File: src/rtl/w5500_pkg.sv
// Shared definitions for the W5500 transaction sequencer: FSM state codes,
// control-byte field values and block-select helpers.
package w5500_pkg;

  typedef logic [2:0] state_t;

  localparam state_t ST_IDLE  = 3'd0;
  localparam state_t ST_CHECK = 3'd1;
  localparam state_t ST_FILL  = 3'd2;
  localparam state_t ST_START = 3'd3;
  localparam state_t ST_RUN   = 3'd4;
  localparam state_t ST_FIN   = 3'd5;

  // Variable-length data mode in the control byte.
  localparam logic [1:0] OM_VDM = 2'b00;

  localparam logic RWB_WRITE = 1'b1;
  localparam logic RWB_READ  = 1'b0;

  localparam logic [4:0] BSB_COMMON = 5'b00000;

  function automatic logic [4:0] bsb_sock_reg(input logic [2:0] n);
    return {n, 2'b01};
  endfunction

  function automatic logic [4:0] bsb_sock_tx(input logic [2:0] n);
    return {n, 2'b10};
  endfunction

  function automatic logic [4:0] bsb_sock_rx(input logic [2:0] n);
    return {n, 2'b11};
  endfunction

  // Control byte = {block select, read/write bit, operating mode}.
  function automatic logic [7:0] make_cmd(input logic [4:0] bsb, input logic rwb);
    return {bsb, rwb, OM_VDM};
  endfunction

endpackage

File: src/rtl/sync_fifo.sv
// Byte-wide synchronous FIFO with show-ahead output and occupancy count.
// Push when full and pop when empty are silently ignored.
module sync_fifo #(
  parameter int DEPTH = 64,
  parameter int AW    = $clog2(DEPTH)
) (
  input  logic          clk,
  input  logic          rst_n,
  input  logic          push,
  input  logic [7:0]    din,
  input  logic          pop,
  output logic [7:0]    dout,
  output logic          full,
  output logic [AW:0]   count
);

  logic [7:0]    mem [DEPTH];
  logic [AW-1:0] wr_ptr;
  logic [AW-1:0] rd_ptr;
  logic          empty;
  logic          do_push;
  logic          do_pop;

  assign full    = (count == (AW+1)'(DEPTH));
  assign empty   = (count == '0);
  assign do_push = push && !full;
  assign do_pop  = pop && !empty;
  assign dout    = mem[rd_ptr];

  // Storage array; no reset needed since count gates visibility.
  always_ff @(posedge clk) begin
    if (do_push) mem[wr_ptr] <= din;
  end

  // Pointers wrap naturally because DEPTH is a power of two.
  always_ff @(posedge clk) begin
    if (!rst_n) begin
      wr_ptr <= '0;
      rd_ptr <= '0;
      count  <= '0;
    end else begin
      if (do_push) wr_ptr <= wr_ptr + 1'b1;
      if (do_pop)  rd_ptr <= rd_ptr + 1'b1;
      case ({do_push, do_pop})
        2'b10:   count <= count + 1'b1;
        2'b01:   count <= count - 1'b1;
        default: count <= count;
      endcase
    end
  end

endmodule

File: src/rtl/w5500_xfer_ctrl.sv
// W5500 transaction sequencer: validates a request, waits for write payload,
// launches the SPI byte driver, feeds write bytes and forwards read bytes.
// Handshake: a request transfers on a cycle where req_vld && req_rdy; a
// payload byte transfers on a cycle where wd_vld && wd_rdy. rd_vld, done,
// err and spi_start are single-cycle pulses with no back-pressure.
module w5500_xfer_ctrl
  import w5500_pkg::*;
#(
  parameter int FIFO_DEPTH = 64,
  parameter int MAX_LEN    = 64
) (
  input  logic        clk,
  input  logic        rst_n,
  input  logic        req_vld,
  output logic        req_rdy,
  input  logic        req_wr,
  input  logic [4:0]  req_bsb,
  input  logic [15:0] req_addr,
  input  logic [15:0] req_len,
  input  logic        wd_vld,
  input  logic [7:0]  wd_dat,
  output logic        wd_rdy,
  output logic        rd_vld,
  output logic [7:0]  rd_dat,
  output logic        rd_last,
  output logic        done,
  output logic        err,
  output logic        busy,
  output logic        spi_start,
  output logic [7:0]  spi_cmd,
  output logic [15:0] spi_addr,
  output logic [15:0] spi_len,
  output logic [7:0]  spi_dat,
  input  logic        spi_dat_req,
  input  logic        spi_rd_vld,
  input  logic [7:0]  spi_rd_dat,
  input  logic        spi_end
);

  localparam int          AW        = $clog2(FIFO_DEPTH);
  localparam logic [15:0] MAX_LEN_W = 16'(MAX_LEN);

  state_t      state;
  state_t      state_nxt;
  logic        wr_q;
  logic [4:0]  bsb_q;
  logic [15:0] addr_q;
  logic [15:0] len_q;
  logic [15:0] pop_cnt;
  logic [15:0] rx_cnt;
  logic [AW:0] fifo_cnt;
  logic [7:0]  fifo_dout;
  logic        fifo_full;
  logic        accept;
  logic        len_bad;
  logic        fill_ok;
  logic        pop;
  logic        rx_take;

  assign accept  = req_vld && (state == ST_IDLE);
  assign len_bad = (len_q == 16'd0) || (len_q > MAX_LEN_W);
  assign fill_ok = (16'(fifo_cnt) >= len_q);
  assign pop     = (state == ST_RUN) && wr_q && spi_dat_req && (pop_cnt < len_q);
  assign rx_take = (state == ST_RUN) && !wr_q && spi_rd_vld && (rx_cnt < len_q);

  assign req_rdy   = (state == ST_IDLE);
  assign busy      = (state != ST_IDLE);
  assign spi_start = (state == ST_START);
  assign done      = (state == ST_FIN);
  assign err       = (state == ST_CHECK) && len_bad;
  assign wd_rdy    = !fifo_full;

  sync_fifo #(.DEPTH(FIFO_DEPTH)) u_fifo (
    .clk   (clk),
    .rst_n (rst_n),
    .push  (wd_vld),
    .din   (wd_dat),
    .pop   (pop),
    .dout  (fifo_dout),
    .full  (fifo_full),
    .count (fifo_cnt)
  );

  // Next-state decode for the transaction sequence.
  always_comb begin
    state_nxt = state;
    case (state)
      ST_IDLE:  if (accept) state_nxt = ST_CHECK;
      ST_CHECK: if (len_bad)   state_nxt = ST_IDLE;
                else if (wr_q) state_nxt = ST_FILL;
                else           state_nxt = ST_START;
      ST_FILL:  if (fill_ok) state_nxt = ST_START;
      ST_START: state_nxt = ST_RUN;
      ST_RUN:   if (spi_end) state_nxt = ST_FIN;
      ST_FIN:   state_nxt = ST_IDLE;
      default:  state_nxt = ST_IDLE;
    endcase
  end

  // State, request latch, driver fields and data-path registers.
  always_ff @(posedge clk) begin
    if (!rst_n) begin
      state    <= ST_IDLE;
      wr_q     <= 1'b0;
      bsb_q    <= '0;
      addr_q   <= '0;
      len_q    <= '0;
      pop_cnt  <= '0;
      rx_cnt   <= '0;
      spi_cmd  <= '0;
      spi_addr <= '0;
      spi_len  <= '0;
      spi_dat  <= '0;
      rd_vld   <= 1'b0;
      rd_dat   <= '0;
      rd_last  <= 1'b0;
    end else begin
      state  <= state_nxt;
      rd_vld <= 1'b0;
      if (accept) begin
        wr_q    <= req_wr;
        bsb_q   <= req_bsb;
        addr_q  <= req_addr;
        len_q   <= req_len;
        pop_cnt <= '0;
        rx_cnt  <= '0;
      end
      // Driver fields are loaded on entry to START and held until next request.
      if (state_nxt == ST_START && state != ST_START) begin
        spi_cmd  <= make_cmd(bsb_q, wr_q ? RWB_WRITE : RWB_READ);
        spi_addr <= addr_q;
        spi_len  <= len_q;
      end
      if (pop) begin
        spi_dat <= fifo_dout;
        pop_cnt <= pop_cnt + 16'd1;
      end
      if (rx_take) begin
        rx_cnt  <= rx_cnt + 16'd1;
        rd_vld  <= 1'b1;
        rd_dat  <= spi_rd_dat;
        rd_last <= (rx_cnt + 16'd1 == len_q);
      end
    end
  end

endmodule

File: config.mk
export PLATFORM = sky130hd
export DESIGN_NAME = w5500_xfer_ctrl
export DESIGN_NICKNAME = d
export VERILOG_FILES = /design/src/rtl/w5500_pkg.sv /design/src/rtl/sync_fifo.sv /design/src/rtl/w5500_xfer_ctrl.sv
export SDC_FILE = /design/constraint.sdc
export NUM_CORES = 1
export LEC_CHECK = 0
export CAP_MARGIN = 20
export CORE_MARGIN = 1.5
export CORE_UTILIZATION = 60
export CTS_CLUSTER_SIZE = 30
export DETAILED_ROUTE_END_ITERATION = 12
export PLACE_DENSITY_LB_ADDON = 0.15
export SLEW_MARGIN = 25
export SYNTH_ARGS = -nofsm -noshare
export SYNTH_HDL_FRONTEND = slang
export SYNTH_HIERARCHICAL = 1
export SYNTH_SLANG_ARGS = --single-unit
File: constraint.sdc
create_clock -name clk -period 6.7 [get_ports clk]
set_input_delay 0.67 -clock clk [delete_from_list [all_inputs] [get_ports clk]]
set_output_delay 0.67 -clock clk [all_outputs]
set_load 0.02 [all_outputs]
Word-level counts from Yosys, hierarchy flattened
Memories as Yosys holds them, arrays and structs flattened. A register that Yosys moved wholly into a read port is not among the register bits. Index checks and enable logic that the tools add are counted.

Flip-flop bits (word level): 140. Bits in writable memories: 512. Input bits: 61. Memories kept: 1.

Memories: u_fifo.mem (words 64, bits a word 8, rd ports 1, clocked after Yosys merged registers in 1, wr ports 1, RTL line sync_fifo.sv:17) `logic [7:0] mem [DEPTH];`.

Add/sub/neg operators: 6. $lt $le $gt $ge: 4. Equal/unequal tests: 11. Multiplexer cells: 14. Reductions and logical operators: 23.

Operators by type and width (count): 16-bit two-way mux (3); 16-bit by 1-bit adder with 16-bit output (second input constant) (2); 16-bit less-than comparator (2); 16-bit == test (1); 7-bit by 16-bit >= comparator with 1-bit output (1); 16-bit by 7-bit > comparator with 1-bit output (second input constant) (1); 16-bit zero test (1); 3-bit case mux with 5 select lines (1); 7-bit case mux with 2 select lines (1); 6-bit by 1-bit adder with 6-bit output (second input constant) (2); 1-bit logical AND (11); 3-bit by 2-bit == test with 1-bit output (second input constant) (3); 3-bit two-way mux (3); 7-bit by 1-bit adder with 7-bit output (second input constant) (1); 7-bit == test (second input constant) (1); 7-bit zero test (1); 7-bit by 1-bit subtractor with 7-bit output (second input constant) (1); 3-bit == test (second input constant) (2); 2-bit nonzero test (3); 1-bit two-way mux (5); 1-bit zero test (4); 3-bit by 1-bit == test with 1-bit output (second input constant) (1); 3-bit zero test (1); 3-bit by 2-bit != test with 1-bit output (second input constant) (1); 5 further kinds (5).

Depth between registers and ports, before layout
Word-level depth: 7. Depth in mapped cells: 22. Mapped depth without buffers: 18.

Modules after synthesis
Netlist, hierarchy kept.

By module, submodules not included: sync_fifo (times used 1, cells an instance 1055, area an instance 21180.3 µm², sequential area each 15875.2 µm²); w5500_xfer_ctrl (times used 1, cells an instance 768, area an instance 6411.1 µm², sequential area each 2582.5 µm²).

Worst setup path before layout
OpenSTA, ideal clock, no wires.

Path kind: reg-to-reg. Start: register len_q[9]. End: register u_fifo.count[4]. Arrival time: 4.302 ns. Required time: 6.629 ns. Path slack: 2.327 ns. Cell stages (with the launch flop): 23. Path buffers: 4. Period minus slack after synthesis: 4.373 ns. Cell sequence: dfxtp_1 clkbuf_1 inv_1 ha_1 a21o_1 a21o_1 a21oi_1 o211ai_1 a21bo_1 clkbuf_1 clkbuf_1 inv_1 inv_1 a31oi_2 ha_1 buf_2 xor2_1 ha_1 a21oi_1 o311ai_0 a22oi_1 or3_1 a21oi_1.

Longest elaborated chain between the ends: 5.

Ends and longest elaborated chain: start: declaration (RTL line w5500_xfer_ctrl.sv:48) `logic [15:0] len_q;`; start signal: assignment (RTL line w5500_xfer_ctrl.sv:124) `len_q <= req_len;`; 16-bit less-than comparator * (RTL line w5500_xfer_ctrl.sv:63) `assign pop = (state == ST_RUN) && wr_q && spi_dat_req && (pop_cnt < len_q);`; 1-bit logical AND * (RTL line w5500_xfer_ctrl.sv:63); via pop (RTL line w5500_xfer_ctrl.sv:57) `logic pop;`; 1-bit logical AND * (RTL line sync_fifo.sv:27) `assign do_pop = pop && !empty;`; 2-bit by 1-bit == test with 1-bit output or 2-bit == test (tied branches) (RTL line sync_fifo.sv:44) `case ({do_push, do_pop})`; 7-bit case mux with 2 select lines or 2-bit nonzero test (tied branches); end signal: assignment (RTL line sync_fifo.sv:45) `2'b10: count <= count + 1'b1;`; end signal: assignment (RTL line sync_fifo.sv:46) `2'b01: count <= count - 1'b1;`; end signal: assignment (RTL line sync_fifo.sv:47) `default: count <= count;`; end: declaration (RTL line sync_fifo.sv:14) `output logic [AW:0] count`.

Mark *: on every way through the listed nets, which the timed path passes. The rest lies on a longest branch. A chain may end at the register's enable or synchronous reset.

Worst setup path in the final report
Start: register len_q[13]. End: register u_fifo.count[4].

The elaborated chain is that of the path after synthesis.

==> results.md <==
- Critical path peak fanout: 19
- Buffers & Inverters on Critical Path: 3
- Post-Syn Area: 27,600 um2
- Post-CTS Setup Inserts: 0
- DR iter-0 viols: approximately 1,500
- Levels on crit path: 17
- Layout cells sized above 1: 13.9%
- Num Clock Sinks: 666
- Gr usage total: between 20 and 30%
- Post-CTS Hold Buffers: 0
- CP max stage cell: a2111oi_1
- GRT overflow: 0
- Status: finished, final reports clean
- 1st-pass router iterations: 5
- Clk_lat worst skew: approximately 600 ps
- CP endpoint kind: flop
- Slew Limit Fails: 0
- Crit start category: flop
- Initial antenna violation count: 0
- Post-Syn Instances: between 1,500 and 2,000
- HP Start: addr_q[9]
- Fmax: between 200 and 250 MHz
- Hold endpoint: addr_q[9]
- Clk_skew: 21.7 ps
- Wire per inst: about 24 um
- VDD IR max: 262 uV
- Max-cap violations: 0
- Worst rel slew slack: between 20 and 30%
- CP max stage delay: approximately 640 ps
- Hold Path Class: flop to flop
- Worst R2R Setup Slack: about 1900 ps
- WHS Path Cells: 2
- Clk slew on worst S/H paths: approximately 60 ps
- Post-route minimum period: 4820 ps
- Post-DP HPWL: approximately 39,000 um
- Yosys top cell area share: a little under three fifths
- CTS tree: done
- Syn avg cell area: roughly 15 um2
- Synth top area cells: edfxtp_1 56%, dfxtp_1 11%, mux4_2 10%, mux2i_1 2.7%, nor2_1 2.2%
- Final core utilization: roughly 69%
- Post-synthesis to final-layout area growth: 13.5%
- Vias: between 15,000 and 20,000
- Main synth FF type: edfxtp_1
- Tcrit/Tclk final: 72.0%
- Initial core utilization: between 60% and 70%
- Critical path class: flop to flop
- Reg2Reg Depth: 17
- Leading cell type in the layout, fill and taps excluded: edfxtp_1
- # port buffers: between 100 and 150
- Async SR Flop Fraction: 0%
- Sequential-to-total area share from yosys stat: around two thirds
- CTS H-tree depth: 3
- Pwr Total: between 8000 and 9000 uW
- Total CTS buffers: 67
- Most frequent cells in the layout: 512 x edfxtp_1, 165 x nor2_1, 150 x dfxtp_1, 143 x nand2_1, 128 x mux4_2
- Full die area: ~47,000 um2
- Post-DRT Antenna Nets: 0
- Vias in the first global route: approximately 16,000
- Critical Path, Cell by Cell: inv_1, ha_1, a21o_1, a21o_1, a2111oi_1, a21bo_1, inv_1, inv_1, a31oi_2, ha_1, xor2_1, ha_1, a21oi_1, o311ai_0, a22oi_1, or3_1, a21oi_1
- Fillers: just over 3,000
- Slew @ Worst Pin: roughly 1100 ps
- Final nets: about 2,000
- Detailed Route WL: roughly 62,000 um
- Clk buf depth: 3
- Top Family by Delay on Critical Path: compound AO/OA/AOI/OAI gates
- # setup viols final: 0
- WP data arrival: approximately 5300 ps
- Total negative slack: 0 ps
- Hold slack: 453 ps
- RSZ-0062 raised after global routing: no
- Pwr/cell area: approximately 270 nW/um2
- Core ar.: 45,400 um2
- Die width: between 200 and 250 um
- Number of synthesized flops with an enable pin: just over 500
- Drc violations: 0
- N_diodes: 0
- Root buf cell: clkbuf_16
- Largest net degree at the start of global routing: 110
- Critical path data required time: between 7000 and 8000 ps
- Flops & latches, synth: about 670
- I/O pin cnt: roughly 130
- Cell accounting for the most synthesized area: edfxtp_1
- Leakage: 0.0102 uW
- Distinct cells, synth: between 80 and 90
- Yosys Warn Count: 6
- DR vias/cell: about 6.2
- Final-report hold violation count: 0
- Worst r2r src: len_q[13]
- GPL Wtd Cong: about 0.9
- Worst R2R End: u_fifo/count[4]
- First-pass GRT wire length: between 90,000 and 100,000 um
- Post-cts resize count: 0
- Die Ht: ~220 um
- Rows: 78
==> metrics by stage <==
stage          cells  instance area [um2]  worst slack (ps)
2_1_floorplan   1824                27600              2330
3_5_place_dp    2461                29200              1840
6_report        2584                31300              1880
3_3_place_gp    2460                29100              2010
5_1_grt         2584                31300              1410
4_1_cts         2584                31300              1900
==> area by class of cell <==
cell class / instances / area (um2) / area share, %
Inverter: 33 / 124 / 0.396
Timing Repair Buffer: 138 / 1340 / 4.27
Clock buffer: 82 / 1800 / 5.73
Sequential cell: 666 / 18500 / 59.0
Clock inverter: 41 / 335 / 1.07
Tap cell: 600 / 751 / 2.40
Multi-Input combinational cell: 1024 / 8500 / 27.2
==> registers in the layout, indices dropped and copies added, names as in the netlist, 7 cells and up, named ones only <==
name / count
rd_dat: 8
pop_cnt: 16
u_fifo/count: 7
spi_addr: 16
len_q: 16
rx_cnt: 16
addr_q: 16
spi_len: 16
spi_dat: 8
u_fifo/mem: 512
==> logic make-up after synthesis <==
kind of cell,after synthesis,synth area share [%]
xor+xnor,39,1.24
flops,666,66.9
other cells,1,0.0136
buf+inv,134,2.40
fa+ha+maj,45,2.04
compound gates,243,5.65
simple gates,488,8.43
mux,207,13.3
==> Yosys cell counts, types with 6 or more instances <==
cell      count
nor3b_1       6
mux4_2      128
dfxtp_1     154
nand3_1      43
clkbuf_1     41
xnor2_1      21
o22ai_1       7
mux2i_1      74
nor2_1      165
xor2_1       18
nor2b_1      20
buf_1         8
inv_1        31
buf_4        13
nand2_1     143
and3_1       18
a21oi_1      85
nand2b_1     11
o21ai_0      52
buf_2        32
o31ai_1       6
a21o_1       16
edfxtp_1    512
or3_1        20
nor3_1        6
nand4_1      15
a22oi_1      22
ha_1         45
==> worst register-to-register path, stage by stage, from the launching register on <==
cell and delay, ps:
dfxtp_1 380, inv_1 90, ha_1 320, a21o_1 170, a21o_1 170, a2111oi_1 640
a21bo_1 470, inv_1 120, inv_1 50, a31oi_2 370, ha_1 560, xor2_1 190
ha_1 180, a21oi_1 80, o311ai_0 340, a22oi_1 130, or3_1 330, a21oi_1 140
==> layer usage <==
metal | wire (um) | track usage [%] | vias to the layer above
li1 | - | - | 7209
met1 | 25100 | 36.4 | 8102
met2 | 31300 | 45.1 | 646
met3 | 4070 | 4.32 | 111
met4 | 1570 | 7.80 | 0
met5 | 0 | 0 | -
==> report_power, final <==
part	total (uW)	switching, uW	internal [uW]
logic	349	226	123
clock network	3630	1530	2110
registers	4500	29.0	4470
==> worst max path at each step <==
stage / startpoint / endpoint / slack, ps
CTS: len_q[13] / u_fifo/count[4] / 1900
floorplan: len_q[9] / u_fifo/count[4] / 2330
finish: len_q[13] / u_fifo/count[4] / 1880
detailed placement: spi_dat_req / u_fifo/count[4] / 1840
global route: len_q[9] / u_fifo/count[4] / 1410
global placement: spi_dat_req / u_fifo/count[4] / 2010
(Power assumes the default switching activity.)
